===== src/rtl/io_store_buffer.sv =====
// -----------------------------------------------------------------------------
// io_store_buffer
//
// Buffers IO store requests from the execute stage in a small FIFO and drains
// them one at a time onto the external IO bus with a valid/ready handshake.
// The core stalls only when the buffer is full. busy reports that stores are
// still buffered or in flight, so an IO store can be ordered before a later
// IO read.
//
// Ports:
//   clk       system clock, all state on the rising edge
//   rst_n     asynchronous active-low reset (drops any in-flight write)
//   st_valid  core presents a store request
//   st_addr   store IO address
//   st_data   store data
//   st_ready  buffer can accept a store this cycle
//   io_valid  bus write request valid (registered)
//   io_addr   bus write address (registered)
//   io_data   bus write data (registered)
//   io_ready  IO device accepts the current write
//   busy      any store buffered or in flight
//   count     number of entries held, including the in-flight one
//
// Build option:
//   IO_STORE_COALESCE_EN  when defined, a store to the same address as the
//                         newest entry overwrites that entry's data instead of
//                         allocating, unless that entry is already on the bus.
// -----------------------------------------------------------------------------
module io_store_buffer #(
  parameter int DEPTH  = 4,
  parameter int ADDR_W = 8,
  parameter int DATA_W = 16
) (
  input  logic                       clk,
  input  logic                       rst_n,
  input  logic                       st_valid,
  input  logic [ADDR_W-1:0]          st_addr,
  input  logic [DATA_W-1:0]          st_data,
  output logic                       st_ready,
  output logic                       io_valid,
  output logic [ADDR_W-1:0]          io_addr,
  output logic [DATA_W-1:0]          io_data,
  input  logic                       io_ready,
  output logic                       busy,
  output logic [$clog2(DEPTH):0]     count
);

  localparam int PW = $clog2(DEPTH);
  localparam int CW = $clog2(DEPTH) + 1;

  typedef enum logic {IDLE, SEND} state_t;

  logic [ADDR_W-1:0] mem_addr [DEPTH];
  logic [DATA_W-1:0] mem_data [DEPTH];

  state_t            state_q, state_d;
  logic [PW-1:0]     wr_ptr_q, wr_ptr_d;
  logic [PW-1:0]     rd_ptr_q, rd_ptr_d;
  logic [CW-1:0]     count_q, count_d;
  logic              io_valid_q, io_valid_d;
  logic [ADDR_W-1:0] io_addr_q, io_addr_d;
  logic [DATA_W-1:0] io_data_q, io_data_d;

  logic              full;
  logic              coal_hit;
  logic              push;
  logic              push_alloc;
  logic              handshake;
  logic [PW-1:0]     rd_next;
  logic [PW-1:0]     wr_idx;
  logic [DATA_W-1:0] head_data;
  logic [DATA_W-1:0] next_data;

  assign full      = (count_q == CW'(DEPTH));
  assign rd_next   = rd_ptr_q + 1'b1;
  assign handshake = io_valid_q && io_ready;

`ifdef IO_STORE_COALESCE_EN
  logic [PW-1:0] newest_idx;
  assign newest_idx = wr_ptr_q - 1'b1;
  // The newest entry is the one on the bus only when it is the sole entry
  // and we are already sending it; in that case it must not change under us.
  assign coal_hit  = st_valid && (count_q != '0) &&
                     (mem_addr[newest_idx] == st_addr) &&
                     !((state_q == SEND) && (count_q == CW'(1)));
  assign st_ready  = !full || coal_hit;
  assign wr_idx    = coal_hit ? newest_idx : wr_ptr_q;
  // A coalescing write lands in the array at the same edge the entry may be
  // loaded onto the bus, so forward the new data into the load path.
  assign head_data = (coal_hit && (newest_idx == rd_ptr_q)) ? st_data : mem_data[rd_ptr_q];
  assign next_data = (coal_hit && (newest_idx == rd_next))  ? st_data : mem_data[rd_next];
`else
  assign coal_hit  = 1'b0;
  assign st_ready  = !full;
  assign wr_idx    = wr_ptr_q;
  assign head_data = mem_data[rd_ptr_q];
  assign next_data = mem_data[rd_next];
`endif

  assign push       = st_valid && st_ready;
  assign push_alloc = push && !coal_hit;

  // Storage array: no reset needed, validity is tracked by count/pointers.
  always_ff @(posedge clk) begin
    if (push) begin
      mem_addr[wr_idx] <= st_addr;
      mem_data[wr_idx] <= st_data;
    end
  end

  always_comb begin
    state_d    = state_q;
    wr_ptr_d   = wr_ptr_q;
    rd_ptr_d   = rd_ptr_q;
    count_d    = count_q;
    io_valid_d = io_valid_q;
    io_addr_d  = io_addr_q;
    io_data_d  = io_data_q;

    if (push_alloc) wr_ptr_d = wr_ptr_q + 1'b1;
    if (handshake)  rd_ptr_d = rd_next;

    // The head stays counted until its bus handshake completes.
    if (push_alloc && !handshake)      count_d = count_q + 1'b1;
    else if (!push_alloc && handshake) count_d = count_q - 1'b1;

    case (state_q)
      IDLE: begin
        if (count_q != '0) begin
          state_d    = SEND;
          io_valid_d = 1'b1;
          io_addr_d  = mem_addr[rd_ptr_q];
          io_data_d  = head_data;
        end
      end
      SEND: begin
        if (handshake) begin
          if (count_q > CW'(1)) begin
            io_addr_d = mem_addr[rd_next];
            io_data_d = next_data;
          end else if (push_alloc) begin
            // Buffer empties this edge but a new store arrives: pass it
            // straight through so the bus sees no gap.
            io_addr_d = st_addr;
            io_data_d = st_data;
          end else begin
            io_valid_d = 1'b0;
            state_d    = IDLE;
          end
        end
      end
      default: state_d = IDLE;
    endcase
  end

  always_ff @(posedge clk or negedge rst_n) begin
    if (!rst_n) begin
      state_q    <= IDLE;
      wr_ptr_q   <= '0;
      rd_ptr_q   <= '0;
      count_q    <= '0;
      io_valid_q <= 1'b0;
      io_addr_q  <= '0;
      io_data_q  <= '0;
    end else begin
      state_q    <= state_d;
      wr_ptr_q   <= wr_ptr_d;
      rd_ptr_q   <= rd_ptr_d;
      count_q    <= count_d;
      io_valid_q <= io_valid_d;
      io_addr_q  <= io_addr_d;
      io_data_q  <= io_data_d;
    end
  end

  assign io_valid = io_valid_q;
  assign io_addr  = io_addr_q;
  assign io_data  = io_data_q;
  assign count    = count_q;
  assign busy     = (count_q != '0);

endmodule

===== config.mk =====
export PLATFORM = sky130hd
export DESIGN_NAME = io_store_buffer
export DESIGN_NICKNAME = d
export VERILOG_FILES = /design/src/rtl/io_store_buffer.sv
export SDC_FILE = /design/constraint.sdc
export NUM_CORES = 1
export LEC_CHECK = 0
export ABC_CLOCK_PERIOD_IN_PS = 5300
export CELL_PAD_IN_SITES_DETAIL_PLACEMENT = 1
export CELL_PAD_IN_SITES_GLOBAL_PLACEMENT = 1
export CORE_ASPECT_RATIO = 0.5
export CORE_UTILIZATION = 53
export DETAILED_ROUTE_END_ITERATION = 7
export GPL_TIMING_DRIVEN = 1
export PLACE_DENSITY = 0.81
export SLEW_MARGIN = 15
export SYNTH_ARGS = -nofsm -noshare
export SYNTH_HDL_FRONTEND = slang
export SYNTH_SLANG_ARGS = --single-unit

===== constraint.sdc =====
create_clock -name clk -period 5.3 [get_ports clk]
set_input_delay 0.53 -clock clk [delete_from_list [all_inputs] [get_ports clk]]
set_output_delay 0.53 -clock clk [all_outputs]
set_load 0.005 [all_outputs]

==> results of run 1 <==
[metal layers]
metal | vias to the layer above | GRT usage (%)
li1 | 1524 | -
met1 | 1960 | 36.86
met2 | 159 | 47.52
met3 | 19 | 8.027
met4 | 0 | 9.899
met5 | - | 0
[stage by stage]
| step | cell area (um2) | cells | setup WS [ns] | hold WS [ns] |
|---|---|---|---|---|
| after global routing | 7331 | 561 | 2.408 | 0.2986 |
| after global placement | 6669 | 529 | 2.737 | 0.5012 |
| after detailed placement | 6671 | 529 | 2.830 | 0.5198 |
| final | 7331 | 561 | 2.514 | 0.2532 |
| after CTS | 7331 | 561 | 2.514 | 0.2685 |
| after floorplan | 6015 | 345 | 3.401 | 0.2344 |
[registers in the layout, indices dropped and copies added (netlist names)]
register,cells
wr_idx,2
io_addr,8
count,3
io_data,16
mem_data,64
state_q,1
io_valid,1
mem_addr,32
rd_ptr_q,2
[worst max-delay path, delay by kind of cell, from the launching register on]
| family | cells | cell delay [ns] |
|---|---|---|
| fa+ha+maj | 1 | 0.23 |
| buf+inv | 3 | 1.06 |
| flops | 1 | 0.46 |
| simple gates | 1 | 0.08 |
[synth_stat cells]
cell,count,area [um2]
o31ai_4,1,21.27
o21ba_2,1,10.01
a21o_1,1,7.510
inv_1,4,15.01
nand2_1,5,18.77
nor2_4,1,11.26
buf_4,4,30.03
o21ai_0,2,10.01
buf_2,10,50.05
nand3_1,25,125.1
and3_1,5,31.28
a21oi_1,1,5.000
ha_1,9,112.6
mux2i_1,25,250.2
o211ai_1,24,180.2
dfrtp_1,33,825.8
nor3_1,1,5.000
edfxtp_1,96,2883
nand2b_1,2,12.51
mux4_2,48,1081
xnor2_1,4,35.03
and2_1,1,6.260
nor2_1,4,15.01
nand3b_1,24,180.2
clkbuf_1,4,15.01
buf_6,4,45.04
buf_1,4,15.01
xor2_1,2,17.52
[layout by cell type (no fill, tap or decap), types with 2 or more instances in the layout]
cell type        instances
edfxtp_1                96
clkdlybuf4s50_1         56
mux4_2                  48
dfrtp_1                 31
mux2i_1                 25
nand3_1                 25
nand3b_1                24
o211ai_1                24
clkbuf_16               17
ha_1                     9
buf_4                    8
bufinv_16                6
nand2_1                  5
and3_1                   5
inv_1                    4
nor2_1                   4
xnor2_1                  4
clkbuf_1                 3
xor2_1                   2
o21ai_0                  2
clkinv_2                 2
clkinvlp_4               2
dfrtp_2                  2
[final cells by class]
cell class / count / area, um2 / area share, %
multi-input combinational: 186 / 2138 / 29.17
clock inverter: 11 / 209.0 / 2.850
inverter: 4 / 15.01 / 0.2048
tap: 145 / 181.4 / 2.475
timing repair buffer: 65 / 625.6 / 8.534
sequential: 129 / 3711 / 50.62
clock buffer: 21 / 450.4 / 6.144
[cell families (layout without fill, tap and decap cells)]
logic type,after synthesis,after routing,synth area share [%]
compound gates,30,30,3.890
flops,129,129,61.66
fa+ha+maj,9,9,1.872
buf+inv,30,101,2.829
mux,73,73,22.13
simple gates,68,68,6.740
xor+xnor,6,6,0.8737
[where the power goes]
group          internal (mW)  total (mW)  switching [mW]
logic                  0.269       0.649           0.380
clock network          0.891        1.32           0.429
registers               1.28        1.38          0.0998
[how the worst max path moves through the flow]
| stage | startpoint | to | slack (ns) | depth (start not counted) |
|---|---|---|---|---|
| after global routing | count[0] | busy | 2.41 | 5 |
| after global placement | count[0] | io_data[12] | 2.74 | 7 |
| after floorplan | count[0] | mem_addr[0][0] | 3.40 | 4 |
| after detailed placement | rd_ptr_q[0] | io_data[8] | 2.83 | 4 |
| after CTS | count[0] | busy | 2.51 | 5 |
| final | count[0] | busy | 2.51 | 5 |
==> metrics.txt, run 1 <==
status finished, violations left; failing checks DRC; DR vias between 3000 and 4000; Final Cycle Share 52.56%; Tmin final 2.786 ns; post-CTS sizing 0; Final nets 440; violation count after the first detailed-route iteration 248; Post-DP HPWL between 8000 and 9000 um; latest clock arrival within the worst-skew pair ~0.42 ns; Final Skew roughly 0.0073 ns; Final Setup Violations 0; Post-CTS Setup Repair Bufs 0; routability congestion estimate ~0.69; slowest stage delay, CP a little under 0.6 ns; RSZ-0062 raised after global routing false; syn_nets ~380; syn_area_per_cell 17.43 um2; Max Cap Viol 0; CP max FO 28; GRT Total Usage between 20 and 30%; Root Buffer clkbuf_16; total die area between 0.01 and 0.015 mm2; largest net degree at the start of global routing between 40 and 50; DR WL/cell around 28 um; via/cell ratio between 6 and 7; reg2reg start rd_ptr_q[0]; CTS tree built; drt first pass iters 8; register area share after synthesis 61.66%; PnR Total Power between 3 and 4 mW; I/O Buffers between 50 and 60; die height between 70 and 80 um; Hold Vio Cnt, Final 0; DRT antenna net count 0; P&R area growth vs syn 21.88%; top sig layer met4; Routed WL roughly 16000 um; detailed-routed wire length on met3 1010 um; Bufs on Longest Clock Path 2; vias in the first global route 4159; slew at the pin closest to its max-slew limit approximately 1.1 ns; hold buffers post-CTS 0; Pwr Density 456.2 mW/mm2; critical path launch point type flop; FF-to-FF path depth 4; static leakage power between 2 and 3 nW; H-tree levels 4; Worst IR Drop VDD 324.9 uV; Fillers roughly 940; Hold Path Class in2async; Initial Utilization roughly 55%; reg-to-reg endpoint io_data[15]; total CTS buffers 17; clock slew at reported path FFs around 0.06 ns; Crit-path slowest cell clkdlybuf4s50_1; Core ar. approximately 0.011 mm2; Routed met2 length 7840 um; initial antenna violation count 0; critical path class reg2out; DR DRC count 3; metal1 wirelength 6457 um; Worst Path Arrival 2.26 ns; Critical Path, Cell by Cell inv_1 > ha_1 > nand2b_1 > buf_4 > clkdlybuf4s50_1; maximum clock frequency between 300 and 400 MHz; worst endpoint required time 4.77 ns; TritonCTS Sinks between 100 and 150; Post-Route Setup TNS 0 ns; Rows 27; Die Width 152.7 um; Critical Path End Type output port; Max-slew headroom approximately 26%; Pins Over Slew Limit 0; #FFs+latches synth 129; I/O pin count between 50 and 60; yosys warns 0; Mapped Cells roughly 350; Synth cell types 28; Final Util between 60% and 70%; Netlist Area Pre-Place between 0.006 and 0.007 mm2; r2r setup slk around 2.8 ns; n_diodes 0; total grt overflow 0; first-pass GRT wire length ~24000 um; fraction of layout cells with a size suffix above 1 between 20 and 25%
(Power assumes the default switching activity.)
==> inputs of run 2 (changes only) <==
- ABC_CLOCK_PERIOD_IN_PS: 5300 -> 2710
- CORE_UTILIZATION: 53 -> 49
- PLACE_DENSITY: 0.81 -> 0.76
- clock period: 5.3 -> 2.71 ns (I/O delays scaled with it)
==> run 2 against run 1 <==
Design area up 1.4%. Non-clock buffer count up 8. Global-route usage down 2.4 points. Routed wire length down 2.6%. Via count up 1.3%. Sequential share of layout area down 0.67 points. Sequential cell count unchanged. The flow now finishes without violations. Critical path depth up 2. Sequential power up 94%.
==> metrics.txt, run 2 (synthesized netlist as in run 1, its figures left out) <==
status complete, no violations; latest clock arrival within the worst-skew pair 0.41 ns (about the same); P&R area growth vs syn 23.61%; slew at the pin closest to its max-slew limit 1.084 ns (-0.02368 ns); Fillers 1037 (+11%); final std cells w/o fill 589 (+5.0%); I/O pin count 58 (unchanged); first-pass GRT wire length 23430 um (-2.7%); vias in the first global route 4111 (-1.2%); Flop pwr share 41.0% (about the same); Final Skew 0.004414 ns (-0.002860 ns); Post-DP HPWL 8650 um (+4.8%); Max-slew headroom 27.72% (+1.8 points); CTS tree built; Rows 28 (+3.7%); design area 0.007435 mm2 (+1.4%); Bufs on Longest Clock Path 2 (unchanged); Int Pwr 4.757 mW (+95%); DRT antenna net count 0 (unchanged); reg2reg start count[1]; n_diodes 0 (unchanged); GRT Total Usage 26.30% (-2.4 points); Place WS 0.2887 ns (-2.541 ns); Tmin final approximately 2.5 ns; Pwr Density 878.8 mW/mm2 (+93%); CP max FO 23 (-18%); PnR Total Power 6.534 mW (+95%); DR vias 3708 (+1.3%); Max Cap Viol 0 (unchanged); Final WS setup 0.2068 ns (-2.308 ns); number of flip-flops in the largest register 64 (unchanged); I/O Buffers 57 (unchanged); Critical Path, Cell by Cell inv_1 > ha_1 > o21ba_2 > o31ai_4 > buf_4 > nand3_1 > o211ai_1; Crit-path slowest cell o31ai_4; DR DRC count 0 (-3); DR WL/cell 25.68 um (-7.2%); Worst IR Drop VDD 485.8 uV (+50%); Final Cycle Share between 90% and 100%; Core ar. 0.01188 mm2 (+7.8%); maximum clock frequency roughly 400 MHz; Top reg by flops mem_data; drt first pass iters 4 (-4); total die area 0.01275 mm2 (+8.0%); Final nets 448 (+1.8%); DP Cell Count 556 (+5.1%); Min Hold Slack 0.5110 ns (+0.2578 ns); TritonCTS Sinks 129 (unchanged); largest net degree at the start of global routing 34 (-31%); routability congestion estimate 0.7580 (+9.3%); Root Buffer clkbuf_16; Initial Utilization 50.64% (-4.0 points); Hold Path Class in2async; reg-to-reg endpoint io_data[9]; most frequent cells in the layout 96 x edfxtp_1, 56 x clkdlybuf4s50_1, 48 x mux4_2; Worst Path Buf+Inv 2 (-1); worst endpoint required time 3.03 ns (-1.74 ns); Sw Ratio 27.19% (about the same); Psw 1.777 mW (+96%); FF-to-FF path depth 7 (+3); die height 80.34 um (+3.9%); static leakage power 2.553 nW (+1.8%); critical path's top delay family compound AO/OA/AOI/OAI gates; fraction of layout cells with a size suffix above 1 23.35% (+1.5 points); clock slew at reported path FFs 0.05 ns (about the same); Worst Path Arrival 2.82 ns (+0.56 ns); r2r setup slk 0.21 ns (-2.60 ns); RSZ-0062 raised after global routing false; Routed WL 15130 um (-2.6%); H-tree levels 4 (unchanged); clock network power share 39.2% (-0.3 points); Multi-input gate area 0.002136 mm2 (-0.12%); FF/Latch Area 0.003714 mm2 (about the same); critical path class reg2reg; Hold Vio Cnt, Final 0 (unchanged); commonest non-fill, non-tap cell in the layout edfxtp_1; violation count after the first detailed-route iteration 283 (+14%); Die Width 158.7 um (+4.0%); total CTS buffers 17 (unchanged); via/cell ratio 6.295 (-3.6%); Final Setup Violations 0 (unchanged); Post-Route Setup TNS 0 ns (unchanged); Critical Path End Type flop; slowest stage delay, CP 0.87 ns (+0.29 ns); Gate power share 19.8% (+0.4 points); critical path launch point type flop; Final Util 62.60% (-4.0 points); dpl cell area 0.006761 mm2 (+1.4%); initial antenna violation count 0 (unchanged); Pins Over Slew Limit 0 (unchanged); total grt overflow 0 (unchanged)
run 2: cell count changes in the layout (fill, tap and decap cells not counted), sizes merged:
cell / change
buf: +7
bufinv: -1
clkbuf: +1
dlygate4sd3: +1
run 2: worst max path at each step:
stage / endpoint / start / depth (start not counted)
CTS: io_data[9] / count[1] / 7
global route: io_data[9] / count[1] / 7
floorplan: mem_addr[0][0] / count[0] / 4
finish: io_data[9] / count[1] / 7
global placement: io_data[11] / st_valid / 5
detailed placement: io_data[0] / count[1] / 7
run 2: layer usage:
layer,vias up,track usage [%],part of all wire (%)
met3,17,8.095,6.7
met4,0,8.750,1.1
met5,-,0,0
li1,1536,-,-
met2,169,42.72,50
met1,1986,33.90,42
run 2: power groups by stage:
| stage | combinational [mW] | clock [mW] | sequential, mW |
|---|---|---|---|
| after floorplan | 0.823 | 0 | 2.64 |
| after global placement | 1.22 | 0 | 2.65 |
| after detailed placement | 1.26 | 0 | 2.70 |
| after CTS | 1.30 | 2.60 | 2.68 |
| after global routing | 1.38 | 2.67 | 2.71 |
| final | 1.29 | 2.56 | 2.68 |
run 2: worst reg2reg max path: cells and delay by family, from the launching register on:
kind / cells / cell delay (ns)
adders and majority gates: 1 / 0.16
AOI/OAI and AO/OA: 3 / 1.21
and+or+nand+nor: 1 / 0.12
DFF: 1 / 0.42
buffers and inverters: 2 / 0.50
run 2: area by class of cell:
type	instances	area share [%]
Clock buffer	22	6.513
Clock inverter	10	2.407
Inverter	4	0.2020
Multi-Input combinational cell	186	28.73
Sequential cell	129	49.95
Tap cell	165	2.777
Timing Repair Buffer	73	9.424
run 2: what timing repair did:
item | in CTS | in global routing
hold buffers | 1 | 0
resized for setup | 0 | 0
endpoints found under the hold margin | 21 | 0
buffers inserted | 0 | 0
